$ cat config.mk
export PLATFORM = sky130hd
export DESIGN_NAME = off_mode_controller_delayed
export DESIGN_NICKNAME = d
export VERILOG_FILES = /design/src/rtl/off_mode_controller_delayed.sv
export SDC_FILE = /design/constraint.sdc
export NUM_CORES = 1
export LEC_CHECK = 0
export ABC_AREA = 0
export BUFFER_PORTS_ARGS = -buffer_cell sky130_fd_sc_hd__buf_2
export CAP_MARGIN = 20
export CORE_UTILIZATION = 45
export DETAILED_ROUTE_END_ITERATION = 16
export MAX_ROUTING_LAYER = met4
export SLEW_MARGIN = 5
export SYNTH_ARGS = -nofsm -noshare
export SYNTH_HDL_FRONTEND = slang
export SYNTH_SLANG_ARGS = --single-unit
$ cat constraint.sdc
create_clock -name clk -period 3.59 [get_ports clk]
set_clock_uncertainty 0.15 [all_clocks]
set_input_delay 0.5385 -clock clk [delete_from_list [all_inputs] [get_ports clk]]
set_output_delay 0.5385 -clock clk [all_outputs]
set_load 0.02 [all_outputs]
$ cat src/rtl/off_mode_controller_delayed.sv
// Power-key classifier for non-OFF hood modes: long press requests OFF at once,
// short press arms a delayed-off run-on countdown that a further press cancels.
module off_mode_controller_delayed #(
  parameter int MODE_WIDTH      = 3,
  parameter int OFF_MODE        = 0,
  parameter int CNT_WIDTH       = 32,
  parameter int MIN_PRESS_COUNT = 2,
  parameter int HOLD_COUNT      = 3000,
  parameter int DELAY_COUNT     = 60000
) (
  input  logic                  clk,
  input  logic                  rstn,
  input  logic                  toggle_signal,
  input  logic [MODE_WIDTH-1:0] current_mode,
  output logic                  off_toggle,
  output logic                  countdown_active,
  output logic [CNT_WIDTH-1:0]  countdown_remaining,
  output logic                  short_press_pulse,
  output logic                  long_press_pulse,
  output logic                  cancel_pulse
);

  localparam logic [MODE_WIDTH-1:0] LP_OFF_MODE  = MODE_WIDTH'(OFF_MODE);
  localparam logic [CNT_WIDTH:0]    LP_HOLD      = (CNT_WIDTH+1)'(HOLD_COUNT);
  localparam logic [CNT_WIDTH:0]    LP_INC_ONE   = (CNT_WIDTH+1)'(1);
  localparam logic [CNT_WIDTH-1:0]  LP_MIN_PRESS = CNT_WIDTH'(MIN_PRESS_COUNT);
  localparam logic [CNT_WIDTH-1:0]  LP_DELAY     = CNT_WIDTH'(DELAY_COUNT);
  localparam logic [CNT_WIDTH-1:0]  LP_ONE       = CNT_WIDTH'(1);

  typedef enum logic [2:0] {
    S_IDLE,
    S_PRESSED,
    S_COUNTDOWN,
    S_WAIT_RELEASE,
    S_FIRED
  } state_t;

  state_t               r_state;
  logic [CNT_WIDTH-1:0] r_press_cnt;
  logic [CNT_WIDTH-1:0] r_remaining;
  logic                 r_off;
  logic                 r_active;
  logic                 r_short;
  logic                 r_long;
  logic                 r_cancel;

  // One bit wider so the hold test cannot wrap before the long press fires.
  logic [CNT_WIDTH:0]   w_press_inc;
  logic                 w_mode_off;

  assign w_press_inc = {1'b0, r_press_cnt} + LP_INC_ONE;
  assign w_mode_off  = (current_mode == LP_OFF_MODE);

  always_ff @(posedge clk or negedge rstn) begin
    if (!rstn) begin
      r_state     <= S_IDLE;
      r_press_cnt <= '0;
      r_remaining <= '0;
      r_off       <= 1'b0;
      r_active    <= 1'b0;
      r_short     <= 1'b0;
      r_long      <= 1'b0;
      r_cancel    <= 1'b0;
    end else begin
      r_short  <= 1'b0;
      r_long   <= 1'b0;
      r_cancel <= 1'b0;
      if (w_mode_off) begin
        r_state     <= S_IDLE;
        r_press_cnt <= '0;
        r_remaining <= '0;
        r_off       <= 1'b0;
        r_active    <= 1'b0;
      end else begin
        case (r_state)
          S_IDLE: begin
            if (toggle_signal) begin
              r_state     <= S_PRESSED;
              r_press_cnt <= LP_ONE;
            end
          end
          S_PRESSED: begin
            if (toggle_signal) begin
              if (w_press_inc >= LP_HOLD) begin
                r_state     <= S_FIRED;
                r_press_cnt <= '0;
                r_off       <= 1'b1;
                r_long      <= 1'b1;
              end else begin
                r_press_cnt <= w_press_inc[CNT_WIDTH-1:0];
              end
            end else begin
              r_press_cnt <= '0;
              if (r_press_cnt >= LP_MIN_PRESS) begin
                r_state     <= S_COUNTDOWN;
                r_remaining <= LP_DELAY;
                r_active    <= 1'b1;
                r_short     <= 1'b1;
              end else begin
                r_state <= S_IDLE;
              end
            end
          end
          S_COUNTDOWN: begin
            // A press during run-on cancels it and must be released before counting again.
            if (toggle_signal) begin
              r_state     <= S_WAIT_RELEASE;
              r_remaining <= '0;
              r_active    <= 1'b0;
              r_cancel    <= 1'b1;
            end else if (r_remaining == LP_ONE) begin
              r_state     <= S_FIRED;
              r_remaining <= '0;
              r_active    <= 1'b0;
              r_off       <= 1'b1;
            end else begin
              r_remaining <= r_remaining - LP_ONE;
            end
          end
          S_WAIT_RELEASE: begin
            if (!toggle_signal) begin
              r_state <= S_IDLE;
            end
          end
          S_FIRED: begin
            r_off <= 1'b1;
          end
          default: begin
            r_state     <= S_IDLE;
            r_press_cnt <= '0;
            r_remaining <= '0;
            r_off       <= 1'b0;
            r_active    <= 1'b0;
          end
        endcase
      end
    end
  end

  assign off_toggle          = r_off;
  assign countdown_active    = r_active;
  assign countdown_remaining = r_remaining;
  assign short_press_pulse   = r_short;
  assign long_press_pulse    = r_long;
  assign cancel_pulse        = r_cancel;

endmodule

==> results.yml, run 1 <==
synth:
  ys.flop_type: "dfrtp_1"
  synth_fp_nets: 504
  synth_fa_ha_area_share_pct: 1.13
  syn_avg_cell_area_sq_um: 8.99
  yosysSeqAreaShare_pct: 40.6
  synth_cells: 494
  synth_edf_count: 0
  synth_compound_area_share_pct: 19.4
  synth_area_sq_um: 4440
  synth-async-reset-ratio_pct: 100
  synth_mux_area_share_pct: 0.901
  ys_seq_elements: 72
  ys_warn_count: 0
  yosys.area_share.simple_pct: 30.4
  yosysUniqueCellTypes: 72
  synth_top_family_by_area: "simple AND/OR/NAND/NOR gates"
  synth_xor_area_share_pct: 1.38
placed_design:
  gp_congestion: 0.869
  placed_cell_area_sq_um: 4670
  dp_hpwl_microns: 7530
  place.port_buffers: 42
clock_tree:
  clockBufferDepth: 2
  cts_tree: "done"
  cts-root-buf: "clkbuf_8"
  cts.sinks: 72
  clk_pin_slew_ps: 90
  htreeDepth: 3
  cts_resized: 0
  cts-buffers-inserted: 9
  worstSkewPairLatency_ps: 350
route:
  drt_wl_total_microns: 11100
  drc: 0
  drtAntennaViolNets: 0
  firstDrtPassIters: 4
  dr_total_vias: 3937
  wire_per_inst_microns: 16.6
  vias_per_cell: 5.90
  drt_iter0_markers: 188
die:
  dieWidth_microns: 101
  start_util_pct: 47.2
  dieHeight_microns: 101
  rows: 35
  die_area_sq_um: 10300
  core_region_area_sq_um: 9420
  pin_count: 43
sta:
  finalSetupTns_ps: 0
  hold_viol: 0
  setup_viol: 0
  slew_headroom_pct: 32.1
  slew_viol_final: 0
  period_needed_ps: 3080
  period_share_pct: 85.7
  rsz0062_at_grt: "false"
  worstMarginPinSlew_ps: 1020
  fmax_mhz: 325
power_and_ir_drop:
  powerDensity_nw_per_um2: 823
  vdd_drop_max_uv: 456
  leakagePower_nw: 2.21
final_layout:
  n_antenna_cell: 0
  postLayoutCoreUtil_pct: 52.6
  drive_above_1_share_pct: 18.4
  area_delta_synth_final_pct: 11.4
  final_cell_area_sq_um: 4950
  final_nets: 543
critical_path:
  arrival_ps: 3180
  required_ps: 3690
  worst-path-max-fanout: 28
  critPathLaunchType: "flip-flop"
  critPathLaunch: "countdown_remaining[22]"
  cp-end-kind: "flip-flop"
  r2r-start: "countdown_remaining[22]"
  critical_path_class: "flip-flop to flip-flop"
global_route:
  grt_pass1_vias: 3610
  overflow: 0
  antenna_found_initial: 0
  gr-usage-all-layers_pct: 23.9
  grt_first_pass_wirelength_microns: 18500
  grt_max_degree: 73
worst_hold_path:
  hp-class: "primary input to asynchronous set/reset pin"
job:
  maxCapViolations: 0
outcome:
  status: "completed"
-- placed cells by master, fill, tap and decap left out, types with 7 or more instances in the layout --
cell      netlist  layout
a21oi_1        20      20
a31oi_1        30      30
and2_1         19      19
and3_1          7       7
and4_1          7       7
buf_2           5      41
buf_4           2      15
clkbuf_8        1      10
dfrtp_1        72      72
inv_1          14      14
nand2_1        42      42
nand3_1        28      28
nand4_1         9       9
nor2_1         42      42
nor3_1         21      21
nor4_1          8       8
o21ai_0        40      40
or3_1           8       8
xnor2_1         7       7
-- area by class of cell --
type,instances,area (sq um)
Fill cell,852,4470
Tap cell,129,161
Timing Repair Buffer,56,318
Multi-Input combinational cell,380,2360
Sequential cell,72,1800
Clock inverter,6,115
Clock buffer,10,138
Inverter,14,52.6
-- repair_timing --
action | CTS | global route
hold buffers | 0 | 0
setup buffers | 0 | 3
endpoints found under the setup margin | 0 | 4
endpoints found under the hold margin | 0 | 0
-- cells by family (layout without fill, tap and decap cells) --
family	after synthesis	count (layout)
adders and majority gates	4	4
muxes	4	4
AOI/OAI and AO/OA	135	135
DFF	72	72
xor gates and xnor gates	7	7
buffers and inverters	42	86
and+or+nand+nor	230	230
-- path summary, 6_finish.rpt --
check | end | slack (ps) | depth (start not counted)
max in group asynchronous | countdown_remaining[13] | 2520 | 1
min in group clk | countdown_remaining[27] | 350 | 1
min | r_press_cnt[5] | 170 | 1
max reg2reg | countdown_remaining[19] | 510 | 7
max | countdown_remaining[19] | 510 | 7
min reg2reg | countdown_remaining[27] | 350 | 1
-- power by group --
part / switching, W / internal [W]
Combinational: 0.00136 / 0.000711
Sequential: 0.000217 / 0.000967
Clock: 0.000336 / 0.000484
-- critical path, stage by stage (launching register included) --
cell and delay (ps):
dfrtp_1 430, or4_4 580, nor4_2 420, nand4_1 290
and3_1 620, o21ai_0 220, nand2_1 70, a21o_1 170
-- state kept, by name, indices dropped and copies added, names as in the netlist --
register / cells
off_toggle: 1
r_press_cnt: 32
cancel_pulse: 1
countdown_remaining: 32
r_state: 3
countdown_active: 1
long_press_pulse: 1
short_press_pulse: 1
-- synth_stat cells, types with 3 or more instances --
master	number	area share (%)
inv_1	14	1.2
o21ai_1	4	0.45
nor2b_1	3	0.42
nand2_1	42	3.5
dfrtp_1	72	41
and3_1	7	0.99
xnor2_1	7	1.4
and4_1	7	1.4
nor4_4	4	1.9
mux2i_1	4	0.90
a31oi_1	30	4.2
nor4_1	8	1.1
or3_1	8	1.1
buf_2	5	0.56
nand3_1	28	3.2
nor4b_1	4	0.79
nor2_1	42	3.5
nor3_1	21	2.4
buf_6	13	3.3
a21oi_1	20	2.3
ha_1	4	1.1
o211ai_1	3	0.51
nand3_2	3	0.68
and2_1	19	2.7
nand2b_1	3	0.42
o31ai_1	4	0.68
nand4_1	9	1.3
o21ai_0	40	4.5
a21o_1	3	0.51
clkbuf_1	7	0.59
-- routing by layer --
| layer | track usage (%) | wire length [microns] |
|---|---|---|
| met1 | 34.3 | 5440 |
| met2 | 34.4 | 4910 |
| met3 | 5.04 | 601 |
| met5 | - | 0 |
| met4 | 5.35 | 136 |
-- through the flow --
| step | cells | worst slack, ps | total power, W | hold WS [ps] |
|---|---|---|---|---|
| after floorplan | 494 | 855 | 0.00262 | 92.9 |
| after global routing | 667 | 299 | 0.00441 | 241 |
| after detailed placement | 648 | 244 | 0.00323 | 340 |
| after global placement | 648 | 391 | 0.00320 | 333 |
| after CTS | 664 | 235 | 0.00407 | 218 |
| final | 667 | 514 | 0.00407 | 169 |
Note: power is estimated with default switching activity, not from simulation.
==> run 2: changes to the inputs <==
==> constraint.sdc (replaced) <==
create_clock -name clk -period 3.59 [get_ports clk]
set_clock_uncertainty 0.15 [all_clocks]
set_input_delay 0.1795 -clock clk [delete_from_list [all_inputs] [get_ports clk]]
set_output_delay 0.1795 -clock clk [all_outputs]
set_load 0.02 [all_outputs]
==> results.yml, run 2 (same netlist as run 1, synthesis figures left out) <==
outcome:
  status: "completed"
clock_tree:
  cts-root-buf: "clkbuf_8"
  cts.sinks: 72
  htreeDepth: 3
  clockBufferDepth: 2
  clk_pin_slew_ps: 90
  cts_resized: 0
  worstSkewPairLatency_ps: 350
  cts-buffers-inserted: 9
  cts_tree: "done"
global_route:
  grt_pass1_vias: 3610
  gr-usage-all-layers_pct: 23.9
  grt_first_pass_wirelength_microns: 18500
  overflow: 0
  antenna_found_initial: 0
  grt_max_degree: 73
critical_path:
  cp-end-kind: "flip-flop"
  worst-path-max-fanout: 28
  path_cells: "or4_4 -> nor4_2 -> nand4_1 -> and3_1 -> o21ai_0 -> nand2_1 -> a21o_1"
  cpPeakStageDelay_ps: 630
  critical_path_class: "flip-flop to flip-flop"
  critPathLaunchType: "flip-flop"
  cp.buffers_inverters: 0
  required_ps: 3690
  arrival_ps: 3180
  crit_slowest_cell: "and3_1"
  crit_family: "simple AND/OR/NAND/NOR gates"
worst_hold_path:
  hp-class: "primary input to flip-flop"
route:
  drc: 0
  firstDrtPassIters: 4
  drt_iter0_markers: 214
  drt_wl_total_microns: 11100
  vias_per_cell: 5.85
  drtAntennaViolNets: 0
  dr_total_vias: 3905
  wire_per_inst_microns: 16.7
final_layout:
  n_antenna_cell: 0
  area_delta_synth_final_pct: 11.6
  final_cell_mix: "dfrtp_1, nand2_1, nor2_1"
  final_common_cell: "dfrtp_1"
  fillCellCount: 851
  drive_above_1_share_pct: 18.4
  final_nets: 544
power_and_ir_drop:
  powerDensity_nw_per_um2: 821
  vdd_drop_max_uv: 455
  leakagePower_nw: 2.22
sta:
  holdWs_ps: 44.0
  setup_viol: 0
  hold_viol: 0
  finalSetupTns_ps: 0
  slew_viol_final: 0
  period_share_pct: 85.8
  period_needed_ps: 3080
  worstMarginPinSlew_ps: 1030
  fmax_mhz: 325
  slew_headroom_pct: 31.2
  rsz0062_at_grt: "false"
placed_design:
  place.port_buffers: 42
  dp_hpwl_microns: 7530
  gp_congestion: 0.869
die:
  core_region_area_sq_um: 9420
  dieHeight_microns: 101
  dieWidth_microns: 101
  start_util_pct: 47.2
  die_area_sq_um: 10300
  rows: 35
  pin_count: 43
job:
  maxCapViolations: 0
run 2: changes by cell type in the layout (fill, tap and decap cells not counted), sizes merged:
cell / before / now
dlygate4sd3: 0 / 1
run 2: path summary, 6_finish.rpt:
path                                               from                       to  slack (ps)  cells after the start
max in group asynchronous                          rstn  countdown_remaining[13]        2330                      2
worst min-delay path                      toggle_signal         long_press_pulse          40                      3
min in group asynchronous                          rstn           r_press_cnt[5]         370                      2
worst max-delay path            countdown_remaining[20]  countdown_remaining[19]         510                      7
worst min register to register  countdown_remaining[27]  countdown_remaining[27]         350                      1
worst max register to register  countdown_remaining[20]  countdown_remaining[19]         510                      7
run 2: power breakdown:
group          switching (W)  internal [W]  total [W]
registers           0.000218      0.000967    0.00118
logic                0.00135      0.000711    0.00207
clock network       0.000336      0.000484   0.000820
run 2: layer usage:
layer | vias up | routed length, microns | track usage, %
met5 | - | 0 | -
met2 | 98 | 4930 | 34.4
met1 | 1871 | 5550 | 34.3
li1 | 1923 | - | -
met4 | 0 | 136 | 5.35
met3 | 13 | 514 | 5.04
run 2: worst reg2reg max path, delay by kind of cell, from the launching register on:
| family | cells | cell delay (ps) |
|---|---|---|
| AOI/OAI and AO/OA | 2 | 400 |
| DFF | 1 | 480 |
| and+or+nand+nor | 5 | 1950 |
run 2: per-stage QoR:
| stage | cell area [sq um] | total power [W] | utilization [%] | std cells | setup WS (ps) |
|---|---|---|---|---|---|
| after floorplan | 4440 | 0.00262 | - | 494 | 855 |
| after global placement | 4670 | 0.00320 | 49.6 | 648 | 391 |
| after detailed placement | 4670 | 0.00323 | 49.6 | 648 | 244 |
| after CTS | 4940 | 0.00407 | 52.4 | 665 | 235 |
| after global routing | 4960 | 0.00441 | 52.7 | 668 | 299 |
| final | 4960 | 0.00407 | 52.7 | 668 | 510 |
run 2: cell type report:
| class | instances | area, sq um | share of cell area (%) |
|---|---|---|---|
| multi-input cells | 380 | 2360 | 47.6 |
| flip-flops and latches | 72 | 1800 | 36.3 |
| repair buffers | 57 | 328 | 6.61 |
| well taps | 129 | 161 | 3.26 |
| clock buffers | 10 | 138 | 2.78 |
| clock inverters | 6 | 115 | 2.32 |
| inverters | 14 | 52.6 | 1.06 |
run 2: timing repair:
item	in CTS	in global routing
setup buffers	0	3
endpoints found under the hold margin	72	0
hold buffers	1	0
setup endpoints to repair	0	4
